`src/rtl/vga_field_renderer_pkg.sv`:
```
// Shared defaults, slot type and span helper for the VGA field renderer.
// Optional blinking support is enabled with the VGA_FIELD_BLINK_EN macro.
package vga_field_renderer_pkg;

    localparam int unsigned DefHActive     = 640;
    localparam int unsigned DefVActive     = 480;
    localparam int unsigned DefFieldXBegin = 16;
    localparam int unsigned DefFieldXEnd   = 623;
    localparam int unsigned DefFieldYBegin = 16;
    localparam int unsigned DefFieldYEnd   = 463;
    localparam int unsigned DefNumObj      = 4;
    localparam int unsigned DefObjSize     = 16;
    localparam int unsigned DefBlinkFrames = 16;
    localparam logic [7:0]  DefBorderRgb   = 8'b000_100_01;
    localparam logic [7:0]  DefFieldRgb    = 8'b000_000_00;

    typedef struct packed {
        logic [9:0] x;
        logic [9:0] y;
        logic [7:0] rgb;
        logic       valid;
        logic       blink;
    } obj_slot_t;

    // Widened to 11 bits so an object placed near coordinate 1023 does not wrap.
    function automatic logic in_span(logic [9:0] v, logic [9:0] lo, int unsigned size);
        logic [10:0] hi;
        hi = {1'b0, lo} + 11'(size);
        return ({1'b0, v} >= {1'b0, lo}) && ({1'b0, v} < hi);
    endfunction

endpackage

```
`src/rtl/vga_field_renderer_if.sv`:
```
// Object-update bus between game logic (master) and the field renderer (slave).
// Optional blinking support is enabled with the VGA_FIELD_BLINK_EN macro.
interface vga_field_renderer_if
    import vga_field_renderer_pkg::*;
#(
    parameter int unsigned NUM_OBJ = DefNumObj
);

    logic [10*NUM_OBJ-1:0] obj_x;
    logic [10*NUM_OBJ-1:0] obj_y;
    logic [8*NUM_OBJ-1:0]  obj_rgb;
    logic [NUM_OBJ-1:0]    obj_valid;
    logic [NUM_OBJ-1:0]    obj_blink;
    logic                  obj_update;
    logic                  obj_pending;
    logic                  obj_ack;

    modport master (
        output obj_x, obj_y, obj_rgb, obj_valid, obj_blink, obj_update,
        input  obj_pending, obj_ack
    );

    modport slave (
        input  obj_x, obj_y, obj_rgb, obj_valid, obj_blink, obj_update,
        output obj_pending, obj_ack
    );

endinterface

```
`src/rtl/vga_obj_hit.sv`:
```
// Registered rectangle hit test of the current scan position against one object slot.
// Optional blinking support (VGA_FIELD_BLINK_EN) is resolved by the caller via en_i.
module vga_obj_hit
    import vga_field_renderer_pkg::*;
#(
    parameter int unsigned OBJ_SIZE = DefObjSize
) (
    input  logic       clk,
    input  logic       reset,
    input  logic [9:0] x_i,
    input  logic [9:0] y_i,
    input  logic [9:0] ox_i,
    input  logic [9:0] oy_i,
    input  logic       en_i,
    output logic       hit_o
);

    logic hit_d;
    logic hit_q;

    always_comb begin
        hit_d = en_i && in_span(x_i, ox_i, OBJ_SIZE) && in_span(y_i, oy_i, OBJ_SIZE);
    end

    always_ff @(posedge clk) begin
        if (reset) begin
            hit_q <= 1'b0;
        end else begin
            hit_q <= hit_d;
        end
    end

    assign hit_o = hit_q;

endmodule

```
`src/rtl/vga_field_renderer.sv`:
```
// Two-stage pixel colour generator: blanking, border, double-buffered objects, background.
// Define VGA_FIELD_BLINK_EN to let slots with obj_blink=1 blink on a frame-count phase.
module vga_field_renderer
    import vga_field_renderer_pkg::*;
#(
    parameter int unsigned H_ACTIVE      = DefHActive,
    parameter int unsigned V_ACTIVE      = DefVActive,
    parameter int unsigned FIELD_X_BEGIN = DefFieldXBegin,
    parameter int unsigned FIELD_X_END   = DefFieldXEnd,
    parameter int unsigned FIELD_Y_BEGIN = DefFieldYBegin,
    parameter int unsigned FIELD_Y_END   = DefFieldYEnd,
    parameter int unsigned NUM_OBJ       = DefNumObj,
    parameter int unsigned OBJ_SIZE      = DefObjSize,
    parameter logic [7:0]  BORDER_RGB    = DefBorderRgb,
    parameter logic [7:0]  FIELD_RGB     = DefFieldRgb,
    parameter int unsigned BLINK_FRAMES  = DefBlinkFrames
) (
    input  logic                 clk,
    input  logic                 reset,
    input  logic [9:0]           CounterX,
    input  logic [9:0]           CounterY,
    vga_field_renderer_if.slave  obj_bus,
    output logic [7:0]           frame_cnt,
    output logic [2:0]           r,
    output logic [2:0]           g,
    output logic [1:0]           b
);

    localparam logic [9:0] HAct    = 10'(H_ACTIVE);
    localparam logic [9:0] VAct    = 10'(V_ACTIVE);
    localparam logic [9:0] FxBegin = 10'(FIELD_X_BEGIN);
    localparam logic [9:0] FxEnd   = 10'(FIELD_X_END);
    localparam logic [9:0] FyBegin = 10'(FIELD_Y_BEGIN);
    localparam logic [9:0] FyEnd   = 10'(FIELD_Y_END);

    obj_slot_t          stage_d  [NUM_OBJ];
    obj_slot_t          stage_q  [NUM_OBJ];
    obj_slot_t          active_d [NUM_OBJ];
    obj_slot_t          active_q [NUM_OBJ];
    logic               pending_d, pending_q;
    logic               ack_d, ack_q;
    logic [7:0]         frame_cnt_d, frame_cnt_q;
    logic               act_d, act_q;
    logic               border_d, border_q;
    logic               in_vb_d, in_vb_q;
    logic               in_vb_prev_d, in_vb_prev_q;
    logic               vb_start;
    logic [7:0]         rgb_d, rgb_q;
    logic [NUM_OBJ-1:0] hit_q;
    logic [NUM_OBJ-1:0] slot_vis;

    // Stage 1 flags; the rising edge of the registered vblank flag fires once per frame.
    always_comb begin
        act_d        = (CounterX < HAct) && (CounterY < VAct);
        border_d     = (CounterX < FxBegin) || (CounterX > FxEnd) ||
                       (CounterY < FyBegin) || (CounterY > FyEnd);
        in_vb_d      = (CounterY >= VAct);
        in_vb_prev_d = in_vb_q;
    end

    assign vb_start = in_vb_q && !in_vb_prev_q;

    // Commit reads the old staging set, so a same-cycle update stays pending.
    always_comb begin
        stage_d     = stage_q;
        active_d    = active_q;
        pending_d   = pending_q;
        ack_d       = 1'b0;
        frame_cnt_d = frame_cnt_q;
        if (vb_start) begin
            frame_cnt_d = frame_cnt_q + 8'd1;
            if (pending_q) begin
                active_d  = stage_q;
                ack_d     = 1'b1;
                pending_d = 1'b0;
            end
        end
        if (obj_bus.obj_update) begin
            for (int unsigned i = 0; i < NUM_OBJ; i++) begin
                stage_d[i].x     = obj_bus.obj_x[10*i +: 10];
                stage_d[i].y     = obj_bus.obj_y[10*i +: 10];
                stage_d[i].rgb   = obj_bus.obj_rgb[8*i +: 8];
                stage_d[i].valid = obj_bus.obj_valid[i];
                stage_d[i].blink = obj_bus.obj_blink[i];
            end
            pending_d = 1'b1;
        end
    end

`ifdef VGA_FIELD_BLINK_EN
    logic blink_on;

    assign blink_on = ((32'(frame_cnt_q) / BLINK_FRAMES) % 32'd2) == 32'd0;

    always_comb begin
        slot_vis = '0;
        for (int unsigned i = 0; i < NUM_OBJ; i++) begin
            slot_vis[i] = !active_q[i].blink || blink_on;
        end
    end
`else
    logic [NUM_OBJ-1:0] unused_blink;
    logic               unused_blink_cfg;

    assign slot_vis         = '1;
    assign unused_blink_cfg = BLINK_FRAMES[0];

    always_comb begin
        unused_blink = '0;
        for (int unsigned i = 0; i < NUM_OBJ; i++) begin
            unused_blink[i] = active_q[i].blink;
        end
    end
`endif

    for (genvar gi = 0; gi < NUM_OBJ; gi++) begin : g_hit
        vga_obj_hit #(
            .OBJ_SIZE(OBJ_SIZE)
        ) u_hit (
            .clk  (clk),
            .reset(reset),
            .x_i  (CounterX),
            .y_i  (CounterY),
            .ox_i (active_q[gi].x),
            .oy_i (active_q[gi].y),
            .en_i (active_q[gi].valid && slot_vis[gi]),
            .hit_o(hit_q[gi])
        );
    end

    // Stage 2 priority: blank, border, lowest-index hit, background.
    always_comb begin
        logic hit_any;
        hit_any = 1'b0;
        rgb_d   = FIELD_RGB;
        for (int unsigned i = 0; i < NUM_OBJ; i++) begin
            if (hit_q[i] && !hit_any) begin
                rgb_d   = active_q[i].rgb;
                hit_any = 1'b1;
            end
        end
        if (border_q) begin
            rgb_d = BORDER_RGB;
        end
        if (!act_q) begin
            rgb_d = 8'h00;
        end
    end

    always_ff @(posedge clk) begin
        if (reset) begin
            for (int unsigned i = 0; i < NUM_OBJ; i++) begin
                stage_q[i]  <= '0;
                active_q[i] <= '0;
            end
            pending_q    <= 1'b0;
            ack_q        <= 1'b0;
            frame_cnt_q  <= 8'd0;
            act_q        <= 1'b0;
            border_q     <= 1'b0;
            in_vb_q      <= 1'b0;
            in_vb_prev_q <= 1'b0;
            rgb_q        <= 8'h00;
        end else begin
            stage_q      <= stage_d;
            active_q     <= active_d;
            pending_q    <= pending_d;
            ack_q        <= ack_d;
            frame_cnt_q  <= frame_cnt_d;
            act_q        <= act_d;
            border_q     <= border_d;
            in_vb_q      <= in_vb_d;
            in_vb_prev_q <= in_vb_prev_d;
            rgb_q        <= rgb_d;
        end
    end

    assign obj_bus.obj_pending = pending_q;
    assign obj_bus.obj_ack     = ack_q;
    assign frame_cnt           = frame_cnt_q;
    assign {r, g, b}           = rgb_q;

endmodule

```
`src/flat_wrapper.sv`:
```
// flat-port wrapper written by rule: the top's interface ports become plain ports
module vga_field_renderer_flat import vga_field_renderer_pkg::*;
#(
    parameter int unsigned H_ACTIVE      = DefHActive,
    parameter int unsigned V_ACTIVE      = DefVActive,
    parameter int unsigned FIELD_X_BEGIN = DefFieldXBegin,
    parameter int unsigned FIELD_X_END   = DefFieldXEnd,
    parameter int unsigned FIELD_Y_BEGIN = DefFieldYBegin,
    parameter int unsigned FIELD_Y_END   = DefFieldYEnd,
    parameter int unsigned NUM_OBJ       = DefNumObj,
    parameter int unsigned OBJ_SIZE      = DefObjSize,
    parameter logic [7:0]  BORDER_RGB    = DefBorderRgb,
    parameter logic [7:0]  FIELD_RGB     = DefFieldRgb,
    parameter int unsigned BLINK_FRAMES  = DefBlinkFrames
)
  (clk, reset, CounterX, CounterY, frame_cnt, r, g, b, obj_bus_obj_x, obj_bus_obj_y, obj_bus_obj_rgb, obj_bus_obj_valid, obj_bus_obj_blink, obj_bus_obj_update, obj_bus_obj_pending, obj_bus_obj_ack);
  vga_field_renderer_if #(.NUM_OBJ(NUM_OBJ)) obj_bus_i ();
  input  logic clk;
  input  logic reset;
  input  logic [9:0] CounterX;
  input  logic [9:0] CounterY;
  output logic [7:0] frame_cnt;
  output logic [2:0] r;
  output logic [2:0] g;
  output logic [1:0] b;
  input wire logic [$bits(obj_bus_i.obj_x)-1:0] obj_bus_obj_x;
  input wire logic [$bits(obj_bus_i.obj_y)-1:0] obj_bus_obj_y;
  input wire logic [$bits(obj_bus_i.obj_rgb)-1:0] obj_bus_obj_rgb;
  input wire logic [$bits(obj_bus_i.obj_valid)-1:0] obj_bus_obj_valid;
  input wire logic [$bits(obj_bus_i.obj_blink)-1:0] obj_bus_obj_blink;
  input wire logic [$bits(obj_bus_i.obj_update)-1:0] obj_bus_obj_update;
  output wire logic [$bits(obj_bus_i.obj_pending)-1:0] obj_bus_obj_pending;
  output wire logic [$bits(obj_bus_i.obj_ack)-1:0] obj_bus_obj_ack;
  assign obj_bus_i.obj_x = obj_bus_obj_x;
  assign obj_bus_i.obj_y = obj_bus_obj_y;
  assign obj_bus_i.obj_rgb = obj_bus_obj_rgb;
  assign obj_bus_i.obj_valid = obj_bus_obj_valid;
  assign obj_bus_i.obj_blink = obj_bus_obj_blink;
  assign obj_bus_i.obj_update = obj_bus_obj_update;
  assign obj_bus_obj_pending = obj_bus_i.obj_pending;
  assign obj_bus_obj_ack = obj_bus_i.obj_ack;
  vga_field_renderer #(.H_ACTIVE(H_ACTIVE), .V_ACTIVE(V_ACTIVE), .FIELD_X_BEGIN(FIELD_X_BEGIN), .FIELD_X_END(FIELD_X_END), .FIELD_Y_BEGIN(FIELD_Y_BEGIN), .FIELD_Y_END(FIELD_Y_END), .NUM_OBJ(NUM_OBJ), .OBJ_SIZE(OBJ_SIZE), .BORDER_RGB(BORDER_RGB), .FIELD_RGB(FIELD_RGB), .BLINK_FRAMES(BLINK_FRAMES)) u_core (.clk(clk), .reset(reset), .CounterX(CounterX), .CounterY(CounterY), .obj_bus(obj_bus_i), .frame_cnt(frame_cnt), .r(r), .g(g), .b(b));
endmodule
```
`config.mk`:
```
export PLATFORM = sky130hd
export DESIGN_NAME = vga_field_renderer_flat
export DESIGN_NICKNAME = d
export VERILOG_FILES = /design/src/rtl/vga_field_renderer_pkg.sv /design/src/rtl/vga_field_renderer_if.sv /design/src/rtl/vga_obj_hit.sv /design/src/rtl/vga_field_renderer.sv /design/src/flat_wrapper.sv
export SDC_FILE = /design/constraint.sdc
export NUM_CORES = 1
export LEC_CHECK = 0
export ABC_AREA = 1
export BUFFER_PORTS_ARGS = -buffer_cell sky130_fd_sc_hd__clkbuf_2
export CORE_MARGIN = 3
export CORE_UTILIZATION = 60
export CTS_BUF_LIST = sky130_fd_sc_hd__clkbuf_2
export CTS_CLUSTER_SIZE = 25
export DETAILED_ROUTE_END_ITERATION = 16
export PLACE_DENSITY = 0.86
export SLEW_MARGIN = 25
export SYNTH_ARGS = -nofsm -noshare
export SYNTH_HDL_FRONTEND = slang
export SYNTH_HIERARCHICAL = 1
export SYNTH_SLANG_ARGS = --single-unit
export TNS_END_PERCENT = 100
```
`constraint.sdc`:
```
create_clock -name clk -period 2.25 [get_ports clk]
set_input_delay 0.45 -clock clk [delete_from_list [all_inputs] [get_ports clk]]
set_output_delay 0.45 -clock clk [all_outputs]
set_load 0.02 [all_outputs]
```
==> results.yml <==
status:
  status: "completed"
power_and_ir_drop:
  switching_share: 0.303
  p_int_w: 0.00665
  power_switching_w: 0.00290
  pwr-share-clk: 0.340
  ir_drop_mv: 0.523
  combPwrFrac: 0.150
  p_leak_nw: 7.31
  p_per_area_nw_per_um2: 585
  p_seq_frac: 0.510
clock_network:
  cts_tree: "yes"
  clk_path_buf_depth: 3
  htreeDepth: 3
  clk_pin_slew_worst_paths_ns: 0.10
  cts_buffers: 67
  numClockSinks: 258
  cts-root-buf: "clkbuf_2"
  clk_latency_ns: 0.84
yosys:
  synth_top_family_by_area: "simple AND/OR/NAND/NOR gates"
  synth_xor_area_frac: 0.0202
  ys_dominant_reg_cell: "dfxtp_1"
  syn_area_um2: 13900
  synthDistinctLibCells: 34
  synth_compound_area_frac: 0.124
  synth_fa_ha_area_frac: 0.123
  synth-async-reset-ratio: 0
  synthSimpleGateAreaFrac: 0.255
  syn_nets: 2203
  syn_avg_cell_area_um2: 7.23
  synth_edf_count: 0
  synthesis.instances: 1923
  synthMuxAreaShare: 0
  yosysSeqAreaShare: 0.372
  yosysWarningCount: 6
  synth-seq-cells: 258
layout:
  fin_area_um2: 16300
  drive_gt1_frac: 0.133
  synthToLayoutAreaGrowth_pct: 17.5
  n_fill_cell: 1697
  nNetsFinal: 2470
floorplan:
  die_w_um: 158
  die_area_um2: 25000
  die_y_um: 158
  rows: 55
  core_um2: 22700
  initial_utilization: 0.612
  ioPinCount: 161
sta:
  fmax_mhz: 482
  hold_viol_final: 0
  worst_pin_slew_ns: 0.688
  tns_ns: 0
  fin_crit_ns: 2.08
  grt_setup_unrepaired: "no"
  setup_viol_count_final: 0
  period_share: 0.923
  skew_ns: 0.0625
  maxSlewHeadroom: 0.542
  drv_slew: 0
drt:
  routed_wl_um: 38600
  antenna_left: 0
  routed_via_density: 5.45
  vias: 13700
  wl_per_cell_um: 15.3
  drtPass1Iterations: 6
  drt_iter0_markers: 1143
  drc: 0
critical_path:
  path_delay_family: "buffers and inverters"
  path_buf_inv: 2
  slowest_stage: "dfxtp_4"
  worstReg2RegStart: "u_core/active_q[14]"
  cp_data_arrival_time_ns: 1.63
  required_ns: 1.80
  worstSetupEndpointType: "output pin"
  slowest_delay_ns: 0.41
  crit_path_cell_trace: "buf_12 > clkbuf_2"
  startpoint_type: "flip-flop"
  worstSetupPathType: "flip-flop to output pin"
  cp_max_fo: 34
  crit_path_start: "u_core/obj_bus.obj_pending"
global_route:
  globalRouteOverflowTotal: 0
  grt_max_degree: 117
  antenna_found_initial: 2
  grt_pass1_vias: 13700
  grt_usage: 0.307
  grt_pass1_wl_um: 62700
placement:
  placed_area_um2: 14600
  gp_congestion: 0.885
  io_buffer_count: 156
  dp_hpwl_um: 23700
worst_hold_path:
  hold_start: "reset"
  hp-class: "primary input to flip-flop"
flow_run:
  cap_violations: 0
==> kinds of logic after synthesis <==
logic type,after synthesis
AOI/OAI and AO/OA,337
adders and majority gates,137
DFF,258
xor gates and xnor gates,32
buffers and inverters,301
and+or+nand+nor,858
==> placed cells by master, fill, tap and decap left out, drive strengths merged, types with 6 or more instances in the layout <==
master	n
a21o	8
a21oi	165
buf	17
clkbuf	241
clkinv	20
dfxtp	258
dlygate4sd3	116
ha	137
inv	212
nand2	350
nand3	150
nand3b	7
nor2	333
nor3	10
o21ai	156
o22ai	6
xnor2	8
xor2	24
==> worst min-delay path, stage by stage <==
cell,delay (ns)
buf_4,0.13
buf_12,0.21
a21oi_1,0.15
==> synthesized netlist by cell type, types with 4 or more instances <==
| master | count | area share |
|---|---|---|
| xor2_1 | 24 | 0.015 |
| buf_8 | 11 | 0.012 |
| or2_2 | 4 | 0.0018 |
| xnor2_1 | 8 | 0.0050 |
| buf_2 | 22 | 0.0079 |
| buf_4 | 5 | 0.0027 |
| a21oi_1 | 165 | 0.059 |
| o21ai_1 | 15 | 0.0054 |
| a21o_1 | 8 | 0.0043 |
| nand2_1 | 349 | 0.094 |
| nand3_1 | 138 | 0.050 |
| nand4_1 | 4 | 0.0018 |
| ha_1 | 137 | 0.12 |
| nor2_1 | 330 | 0.089 |
| buf_6 | 17 | 0.014 |
| o21ai_0 | 141 | 0.051 |
| nand3b_1 | 7 | 0.0038 |
| nand3_2 | 12 | 0.0086 |
| nor3_1 | 10 | 0.0036 |
| inv_1 | 207 | 0.056 |
| o22ai_1 | 6 | 0.0027 |
| clkbuf_1 | 27 | 0.0073 |
| dfxtp_1 | 258 | 0.37 |
==> metal layers <==
metal  part of all wire  wire length [um]  vias up  GRT usage
li1                   -                 -     6746          -
met1               0.40             15300     6261      0.360
met2               0.49             18800      603      0.538
met3              0.077              2980      122     0.0640
met4              0.038              1480        0      0.143
met5                  0                 0        -          0
==> power by group through the flow <==
stage                     clock (W)  combinational [W]  sequential, W
final                       0.00324            0.00143        0.00487
after global routing        0.00358            0.00160        0.00490
after CTS                   0.00329            0.00138        0.00487
after detailed placement          0            0.00121        0.00497
after global placement            0            0.00116        0.00496
after floorplan                   0           0.000867        0.00494
==> flip-flops by register name, indices dropped and copies added (netlist names) <==
register,flops
u_core/g_hit.u_hit/hit_o,4
u_core/obj_bus.obj_pending,1
u_core/active_q,116
u_core/in_vb_prev_d,1
u_core/border_q,1
u_core/stage_q,116
u_core/in_vb_prev_q,1
u_core/obj_bus.obj_ack,1
u_core/rgb_q,8
u_core/act_q,1
u_core/frame_cnt,8
==> per-stage QoR <==
step	hold slack, ns	util	setup WS, ns	cells	total power, W
floorplan	0.424	-	0.611	1923	0.00581
global placement	0.435	0.641	0.458	2290	0.00613
detailed placement	0.447	0.641	0.421	2290	0.00618
CTS	0.0599	0.719	0.0425	2517	0.00953
global route	0.0887	0.719	0.0291	2519	0.0101
finish	0.147	0.719	0.174	2519	0.00955
==> final cells by class <==
cell class                 count  area [um^2]  area share
antenna                        2         5.00    0.000306
clock buffer                  87          435      0.0267
clock inverter                24          163     0.00996
inverter                     212          800      0.0490
multi-input combinational   1364         7260       0.445
sequential                   258         5170       0.316
tap                          285          357      0.0218
timing repair buffer         287         2140       0.131
==> final timing paths <==
check	end	slack [ns]	depth (start not counted)
worst max-delay path	obj_bus_obj_pending	0.17	2
worst min-delay path	u_core/active_q[105]	0.15	3
worst max register to register	u_core/g_hit[3].u_hit/hit_o	0.36	8
worst min register to register	u_core/active_q[49]	0.45	2
==> what timing repair did <==
action / 4_1_cts / 5_1_grt
endpoints found under the setup margin: 1 / 1
resized for setup: 2 / 1
hold buffers: 116 / 0
pin swaps: 0 / 0
endpoints found under the hold margin: 116 / 0
buffers inserted: 0 / 0
(Power assumes the default switching activity.)
